==> config.mk <==
export PLATFORM = sky130hd
export DESIGN_NAME = po_fpga_job_dispatcher
export DESIGN_NICKNAME = d
export VERILOG_FILES = /design/src/rtl/po_fpga_job_dispatcher.sv
export SDC_FILE = /design/constraint.sdc
export NUM_CORES = 1
export LEC_CHECK = 0
export BUFFER_PORTS_ARGS = -buffer_cell sky130_fd_sc_hd__clkbuf_2
export CAP_MARGIN = 20
export CORE_ASPECT_RATIO = 1.25
export CORE_MARGIN = 8
export CORE_UTILIZATION = 45
export CTS_CLUSTER_SIZE = 8
export DETAILED_ROUTE_END_ITERATION = 8
export GPL_ROUTABILITY_DRIVEN = 0
export GPL_TIMING_DRIVEN = 0
export HOLD_SLACK_MARGIN = 0.08
export PLACE_DENSITY_LB_ADDON = 0.05
export SETUP_SLACK_MARGIN = 0.5
export SLEW_MARGIN = 15
export SYNTH_ARGS = -nofsm -noshare
export SYNTH_HDL_FRONTEND = slang
export SYNTH_SLANG_ARGS = --single-unit
==> constraint.sdc <==
create_clock -name clk -period 15.7 [get_ports clk]
set_input_delay 1.57 -clock clk [delete_from_list [all_inputs] [get_ports clk]]
set_output_delay 1.57 -clock clk [all_outputs]
set_load 0.05 [all_outputs]
==> src/rtl/po_fpga_job_dispatcher.sv <==
// Batch job dispatcher: a job FIFO feeding NUM_CORES simulation cores round-robin,
// with a go/done handshake, a per-core timeout watchdog and batch-complete signalling.
module po_fpga_job_dispatcher #(
  parameter int NUM_CORES = 4,
  parameter int ROWS_W    = 5,
  parameter int CONES_W   = 4,
  parameter int QDEPTH    = 8,
  parameter int TIMEOUT_W = 24
) (
  input  logic                         clk,
  input  logic                         reset,
  input  logic                         go_i,
  input  logic                         job_valid,
  output logic                         job_ready,
  input  logic [ROWS_W-1:0]            job_rows,
  input  logic [CONES_W-1:0]           job_cones,
  input  logic [TIMEOUT_W-1:0]         timeout_limit,
  output logic [NUM_CORES-1:0]         core_go,
  output logic [NUM_CORES*ROWS_W-1:0]  core_rows,
  output logic [NUM_CORES*CONES_W-1:0] core_cones,
  input  logic [NUM_CORES-1:0]         core_done,
  output logic [NUM_CORES-1:0]         core_abort,
  output logic                         busy,
  output logic                         done,
  output logic [15:0]                  jobs_done,
  output logic [NUM_CORES-1:0]         err_mask
);
  localparam int IDX_W = (NUM_CORES > 1) ? $clog2(NUM_CORES) : 1;
  localparam int PTR_W = $clog2(QDEPTH);
  localparam int CNT_W = PTR_W + 1;
  localparam logic [CNT_W-1:0] FULL_CNT = CNT_W'(QDEPTH);

  typedef enum logic [1:0] {
    S_IDLE  = 2'd0,
    S_RUN   = 2'd1,
    S_DRAIN = 2'd2
  } state_t;

  state_t                      r_state;
  logic [ROWS_W-1:0]           r_fifo_rows  [QDEPTH];
  logic [CONES_W-1:0]          r_fifo_cones [QDEPTH];
  logic [PTR_W-1:0]            r_wr_ptr;
  logic [PTR_W-1:0]            r_rd_ptr;
  logic [CNT_W-1:0]            r_count;
  logic                        r_job_ready;
  logic [NUM_CORES-1:0]        r_core_busy;
  logic [TIMEOUT_W-1:0]        r_wd [NUM_CORES];
  logic [IDX_W-1:0]            r_rr_ptr;
  logic [NUM_CORES-1:0]        r_core_go;
  logic [NUM_CORES-1:0]        r_core_abort;
  logic [NUM_CORES*ROWS_W-1:0] r_core_rows;
  logic [NUM_CORES*CONES_W-1:0] r_core_cones;
  logic                        r_busy;
  logic                        r_done;
  logic [15:0]                 r_jobs_done;
  logic [NUM_CORES-1:0]        r_err_mask;

  logic                        w_push;
  logic                        w_dispatch;
  logic                        w_clear;
  logic                        w_found;
  logic                        w_hit;
  logic [IDX_W-1:0]            w_sel;
  logic [IDX_W-1:0]            w_cand;
  logic [IDX_W:0]              w_sum;
  logic [CNT_W-1:0]            w_count_next;
  logic [NUM_CORES-1:0]        w_timeout;
  logic [NUM_CORES-1:0]        w_retire;
  logic [3:0]                  w_retire_cnt;
  logic [16:0]                 w_jobs_sum;

  assign w_push       = job_valid && r_job_ready;
  assign w_dispatch   = (r_state == S_RUN) && (r_count != '0) && w_found;
  assign w_clear      = (r_state == S_IDLE) && go_i;
  assign w_count_next = r_count + CNT_W'(w_push) - CNT_W'(w_dispatch);
  assign w_retire     = (core_done & r_core_busy) | w_timeout;
  assign w_jobs_sum   = {1'b0, r_jobs_done} + 17'(w_retire_cnt);

  // First free core at or after the round-robin pointer, wrapping at NUM_CORES
  always_comb begin
    w_found = 1'b0;
    w_hit   = 1'b0;
    w_sel   = '0;
    w_sum   = '0;
    w_cand  = '0;
    for (int i = 0; i < NUM_CORES; i++) begin
      w_sum   = {1'b0, r_rr_ptr} + (IDX_W+1)'(i);
      w_sum   = (w_sum >= (IDX_W+1)'(NUM_CORES)) ? (w_sum - (IDX_W+1)'(NUM_CORES)) : w_sum;
      w_cand  = w_sum[IDX_W-1:0];
      w_hit   = !w_found && !r_core_busy[w_cand];
      w_sel   = w_hit ? w_cand : w_sel;
      w_found = w_found | w_hit;
    end
  end

  // Watchdog expiry per core; a same-cycle completion takes precedence
  always_comb begin
    w_timeout = '0;
    for (int k = 0; k < NUM_CORES; k++) begin
      w_timeout[k] = r_core_busy[k] && !core_done[k] && (timeout_limit != '0) &&
                     ((r_wd[k] + TIMEOUT_W'(1)) == timeout_limit);
    end
  end

  // Number of runs retired this cycle (completions plus timeouts)
  always_comb begin
    w_retire_cnt = 4'd0;
    for (int k = 0; k < NUM_CORES; k++) begin
      w_retire_cnt = w_retire_cnt + {3'b000, w_retire[k]};
    end
  end

  // FIFO storage, written on an accepted push
  always_ff @(posedge clk) begin
    if (w_push) begin
      r_fifo_rows[r_wr_ptr]  <= job_rows;
      r_fifo_cones[r_wr_ptr] <= job_cones;
    end
  end

  // FIFO pointers, occupancy and registered ready
  always_ff @(posedge clk or negedge reset) begin
    if (!reset) begin
      r_wr_ptr    <= '0;
      r_rd_ptr    <= '0;
      r_count     <= '0;
      r_job_ready <= 1'b1;
    end else begin
      if (w_push) r_wr_ptr <= r_wr_ptr + PTR_W'(1);
      if (w_dispatch) r_rd_ptr <= r_rd_ptr + PTR_W'(1);
      r_count     <= w_count_next;
      r_job_ready <= (w_count_next != FULL_CNT);
    end
  end

  // Batch FSM with registered busy/done and round-robin pointer
  always_ff @(posedge clk or negedge reset) begin
    if (!reset) begin
      r_state  <= S_IDLE;
      r_busy   <= 1'b0;
      r_done   <= 1'b0;
      r_rr_ptr <= '0;
    end else begin
      r_done <= 1'b0;
      case (r_state)
        S_IDLE: begin
          if (go_i) begin
            r_state <= S_RUN;
            r_busy  <= 1'b1;
          end
        end
        S_RUN: begin
          if (w_dispatch) begin
            r_rr_ptr <= (w_sel == IDX_W'(NUM_CORES-1)) ? '0 : (w_sel + IDX_W'(1));
          end else if (r_count == '0) begin
            r_state <= S_DRAIN;
          end
        end
        S_DRAIN: begin
          if (r_count != '0) begin
            r_state <= S_RUN;
          end else if (r_core_busy == '0) begin
            r_state <= S_IDLE;
            r_busy  <= 1'b0;
            r_done  <= 1'b1;
          end
        end
        default: begin
          r_state <= S_IDLE;
          r_busy  <= 1'b0;
        end
      endcase
    end
  end

  // Per-core dispatch, completion, watchdog and go/abort pulses
  always_ff @(posedge clk or negedge reset) begin
    if (!reset) begin
      r_core_busy  <= '0;
      r_core_go    <= '0;
      r_core_abort <= '0;
      r_core_rows  <= '0;
      r_core_cones <= '0;
      for (int k = 0; k < NUM_CORES; k++) r_wd[k] <= '0;
    end else begin
      for (int k = 0; k < NUM_CORES; k++) begin
        r_core_go[k]    <= 1'b0;
        r_core_abort[k] <= 1'b0;
        if (w_dispatch && (w_sel == IDX_W'(k))) begin
          r_core_busy[k] <= 1'b1;
          r_core_go[k]   <= 1'b1;
          r_wd[k]        <= '0;
          r_core_rows[k*ROWS_W +: ROWS_W]    <= r_fifo_rows[r_rd_ptr];
          r_core_cones[k*CONES_W +: CONES_W] <= r_fifo_cones[r_rd_ptr];
        end else if (r_core_busy[k]) begin
          if (core_done[k]) begin
            r_core_busy[k] <= 1'b0;
          end else if (w_timeout[k]) begin
            r_core_busy[k]  <= 1'b0;
            r_core_abort[k] <= 1'b1;
          end else begin
            r_wd[k] <= r_wd[k] + TIMEOUT_W'(1);
          end
        end
      end
    end
  end

  // Batch statistics, cleared when a new batch starts
  always_ff @(posedge clk or negedge reset) begin
    if (!reset) begin
      r_jobs_done <= '0;
      r_err_mask  <= '0;
    end else if (w_clear) begin
      r_jobs_done <= '0;
      r_err_mask  <= '0;
    end else begin
      r_jobs_done <= w_jobs_sum[16] ? 16'hFFFF : w_jobs_sum[15:0];
      r_err_mask  <= r_err_mask | w_timeout;
    end
  end

  assign job_ready  = r_job_ready;
  assign core_go    = r_core_go;
  assign core_abort = r_core_abort;
  assign core_rows  = r_core_rows;
  assign core_cones = r_core_cones;
  assign busy       = r_busy;
  assign done       = r_done;
  assign jobs_done  = r_jobs_done;
  assign err_mask   = r_err_mask;

endmodule
==> run_results.csv <==
group,metric,value,unit
power_and_ir_drop,power.leakage,6.66,nW
routing,wl_met2,23600,um
clock_tree,clkTransAtPathRegs,50,ps
yosys,synth-compound-area-share,0.142,
clock_tree,clk_latency,530,ps
clock_tree,ctsHtreeMaxLevel,2,
routing,highest_layer,"met5",
global_routing,grt_pass1_wl,74200,um
yosys,ys_seq_elements,253,
global_routing,grt_max_degree,90,
finish,diodes,0,
global_routing,antenna_found_initial,1,
finish,mostFrequentLayoutCell,"dfrtp_1",
min_path,worstHoldPathType,"register to register",
routing,dr.pass1.iters,5,
global_routing,grt_util_all_layers,0.232,
worst_setup_path,reg2reg_depth,21,
floorplan,die_w,181,um
yosys,netlist_area,15300,um^2
routing,wl_met3,2280,um
yosys,synthCells,1583,
timing,tns,0,ps
power_and_ir_drop,peakVddDrop,142,uV
yosys,muxShareOfSynthArea,0.0440,
global_routing,grt_pass1_vias,12800,
yosys,synth_edf_count,72,
yosys,yosys_warnings,0,
finish,final_cell_mix,"180 x dfrtp_1, 132 x nand2_1, 112 x a21oi_1",
clock_tree,cts_buffer_depth,3,
placement,io_buffers,86,
floorplan,die_y,222,um
min_path,min_from,"core_rows[5]",
clock_tree,post_cts_resized,0,
floorplan,ios,108,
worst_setup_path,timing.critical_path.max_delay_family,"buffers and inverters",
finish,syn_to_final_growth,13.9,%
worst_setup_path,crit_fanout,10,
global_routing,gr-total-overflow,0,
worst_setup_path,rr_startpoint,"r_wd[24]",
worst_setup_path,rrSetupSlack,9580,ps
routing,ant_nets,0,
clock_tree,ctsHoldBuffers,0,
yosys,synth-simple-area-share,0.229,
floorplan,start_util,0.456,
clock_tree,clockRootBuffer,"clkbuf_16",
timing,period_needed,6480,ps
worst_setup_path,start_kind,"primary input",
yosys,synthAdderAreaFrac,0.0183,
yosys,synth_top_family_by_area,"simple AND/OR/NAND/NOR gates",
worst_setup_path,slowest_delay,540,ps
routing,vias,13000,
clock_tree,cts_tree,"yes",
routing,wirelength,47300,um
outcome,status,"completed",
timing,slew_headroom,0.321,
finish,finish.instance_area,17500,um^2
worst_setup_path,setup.worst_path.end_class,"register",
routing,drtIter0Drc,860,
clock_tree,cts.sinks,253,
min_path,hold_end,"core_rows[5]",
placement,place_area,16400,um^2
worst_setup_path,crit_path_top_delay_cell,"clkbuf_1",
worst_setup_path,crit_chain,"clkbuf_1 > clkbuf_1 > nor2_1 > mux2_1 > o31a_1 > o32ai_2 > nor4_2 > buf_4 > buf_4 > a21oi_1 > fa_1 > fa_1 > inv_1 > fa_1 > nand2_1 > nor2_1 > nand2_1 > or3_1 > clkbuf_1 > a21oi_1",
timing,rsz0062_at_grt,"false",
routing,drc,0,
timing,tightest_slew,1020,ps
finish,nets,1779,
yosys,synth_xor_xnor_area_share,0.0792,
timing,slew_viol_final,0,
worst_setup_path,crit_type,"primary input to register",
clock_tree,cts_inserted_buffers,37,
finish,drive_gt1_frac,0.142,
yosys,ys.flop_type,"dfrtp_1",
worst_setup_path,worstPathRequired,16130,ps
clock_tree,postCtsSetupRepairBufs,0,
timing,hold_viol,0,
yosys,synth_fp_nets,1644,
min_path,hold_path_depth,2,
yosys,synth_cell_type_count,86,
worst_setup_path,crit_arrival,6910,ps
timing,setup_viol,0,
routing,wl_per_cell,21.9,um
yosys,async_flop_share,0.715,
routing,wl_met1,19500,um
floorplan,core,33600,um^2
run,cap_violations,0,
worst_setup_path,r2r-end,"jobs_done[7]",
timing,max_freq,0.154,GHz
routing,avgViaCountPerCell,6.02,
worst_setup_path,cp_num_buf_inv,6,
yosys,avgSynthCellArea,9.69,um^2
placement,dpl.hpwl,34700,um
timing,fin_crit_sh,0.413,
floorplan,dieArea,40300,um^2
yosys,seq_area_frac_synth,0.437,
timing,skew,29.3,ps
power_and_ir_drop,power_density,148,nW/um^2
floorplan,rows,75,
==> stage by stage <==
stage               std cells  power (mW)  hold slack, ps   util  setup slack (ps)
floorplan                1583        1.55             494      -              9860
CTS                      2159        2.63             480  0.520              9240
global placement         2092        1.87             463  0.485              8740
finish                   2159        2.59             479  0.520              9220
global route             2159        2.74             507  0.520              8840
detailed placement       2102        1.89             470  0.490              8690
==> worst min-delay path: cells and delay by family, from the launching register on <==
family           cells  cell delay (ps)
flip-flops           1              340
AO/OA/AOI/OAI        1               60
AND/OR/NAND/NOR      1               50
==> how the worst max path moves through the flow <==
stage                           start             to  slack [ps]  cells past startpoint
finish              timeout_limit[10]   jobs_done[7]        9220                     20
global route        timeout_limit[10]  jobs_done[13]        8840                     20
floorplan            timeout_limit[5]  jobs_done[10]        9860                     20
CTS                 timeout_limit[10]   jobs_done[9]        9240                     20
detailed placement  timeout_limit[10]   jobs_done[9]        8690                     20
global placement    timeout_limit[10]   jobs_done[9]        8740                     20
==> cells by family (layout without fill, tap and decap cells) <==
| family | count (synthesis) | in the layout |
|---|---|---|
| flops | 253 | 253 |
| simple gates | 615 | 615 |
| xor+xnor | 137 | 137 |
| fa+ha+maj | 20 | 20 |
| mux | 44 | 44 |
| compound gates | 346 | 346 |
| buf+inv | 168 | 321 |
==> routing by layer <==
metal / up-vias / track usage
li1: 6183 / -
met1: 6376 / 0.278
met2: 333 / 0.406
met3: 97 / 0.0410
met4: 2 / 0.0922
met5: - / 0
==> cell type report <==
| cell class | instances | area, um^2 |
|---|---|---|
| fill | 3161 | 16100 |
| multi-input combinational | 1162 | 7910 |
| sequential | 253 | 6690 |
| clock buffer | 55 | 1000 |
| buffer | 137 | 657 |
| timing repair buffer | 96 | 548 |
| tap | 423 | 529 |
| inverter | 31 | 116 |
| clock inverter | 2 | 17.5 |
==> cell usage after synthesis (32+ instances only) <==
cell	count	share of area
a21oi_1	112	0.037
buf_2	32	0.010
clkbuf_1	87	0.021
dfrtp_1	180	0.29
edfxtp_1	72	0.14
nand2_1	132	0.032
nand3_1	64	0.021
nand4_1	45	0.018
nor2_1	62	0.015
nor3_1	37	0.012
nor4_1	35	0.014
o21ai_0	53	0.017
o31ai_1	60	0.029
or3_1	35	0.014
or4_1	72	0.035
xnor2_1	97	0.055
xor2_1	39	0.022
==> power breakdown <==
part           internal, mW  switching (mW)  total, mW
sequential            0.803          0.0802      0.883
clock                 0.436           0.291      0.727
combinational         0.280           0.704      0.985
total                  1.52            1.07       2.59
==> registers in the layout (all words and copies together) (netlist names), 2 cells and up <==
name / flops
jobs_done: 16
r_count: 4
core_rows: 20
r_fifo_rows: 40
r_fifo_cones: 32
core_go: 4
r_wr_ptr: 3
r_state: 2
r_core_busy: 4
core_cones: 16
r_rd_ptr: 3
err_mask: 4
r_rr_ptr: 2
core_abort: 4
r_wd: 96
No activity file was read; power rests on OpenSTA's default activity.
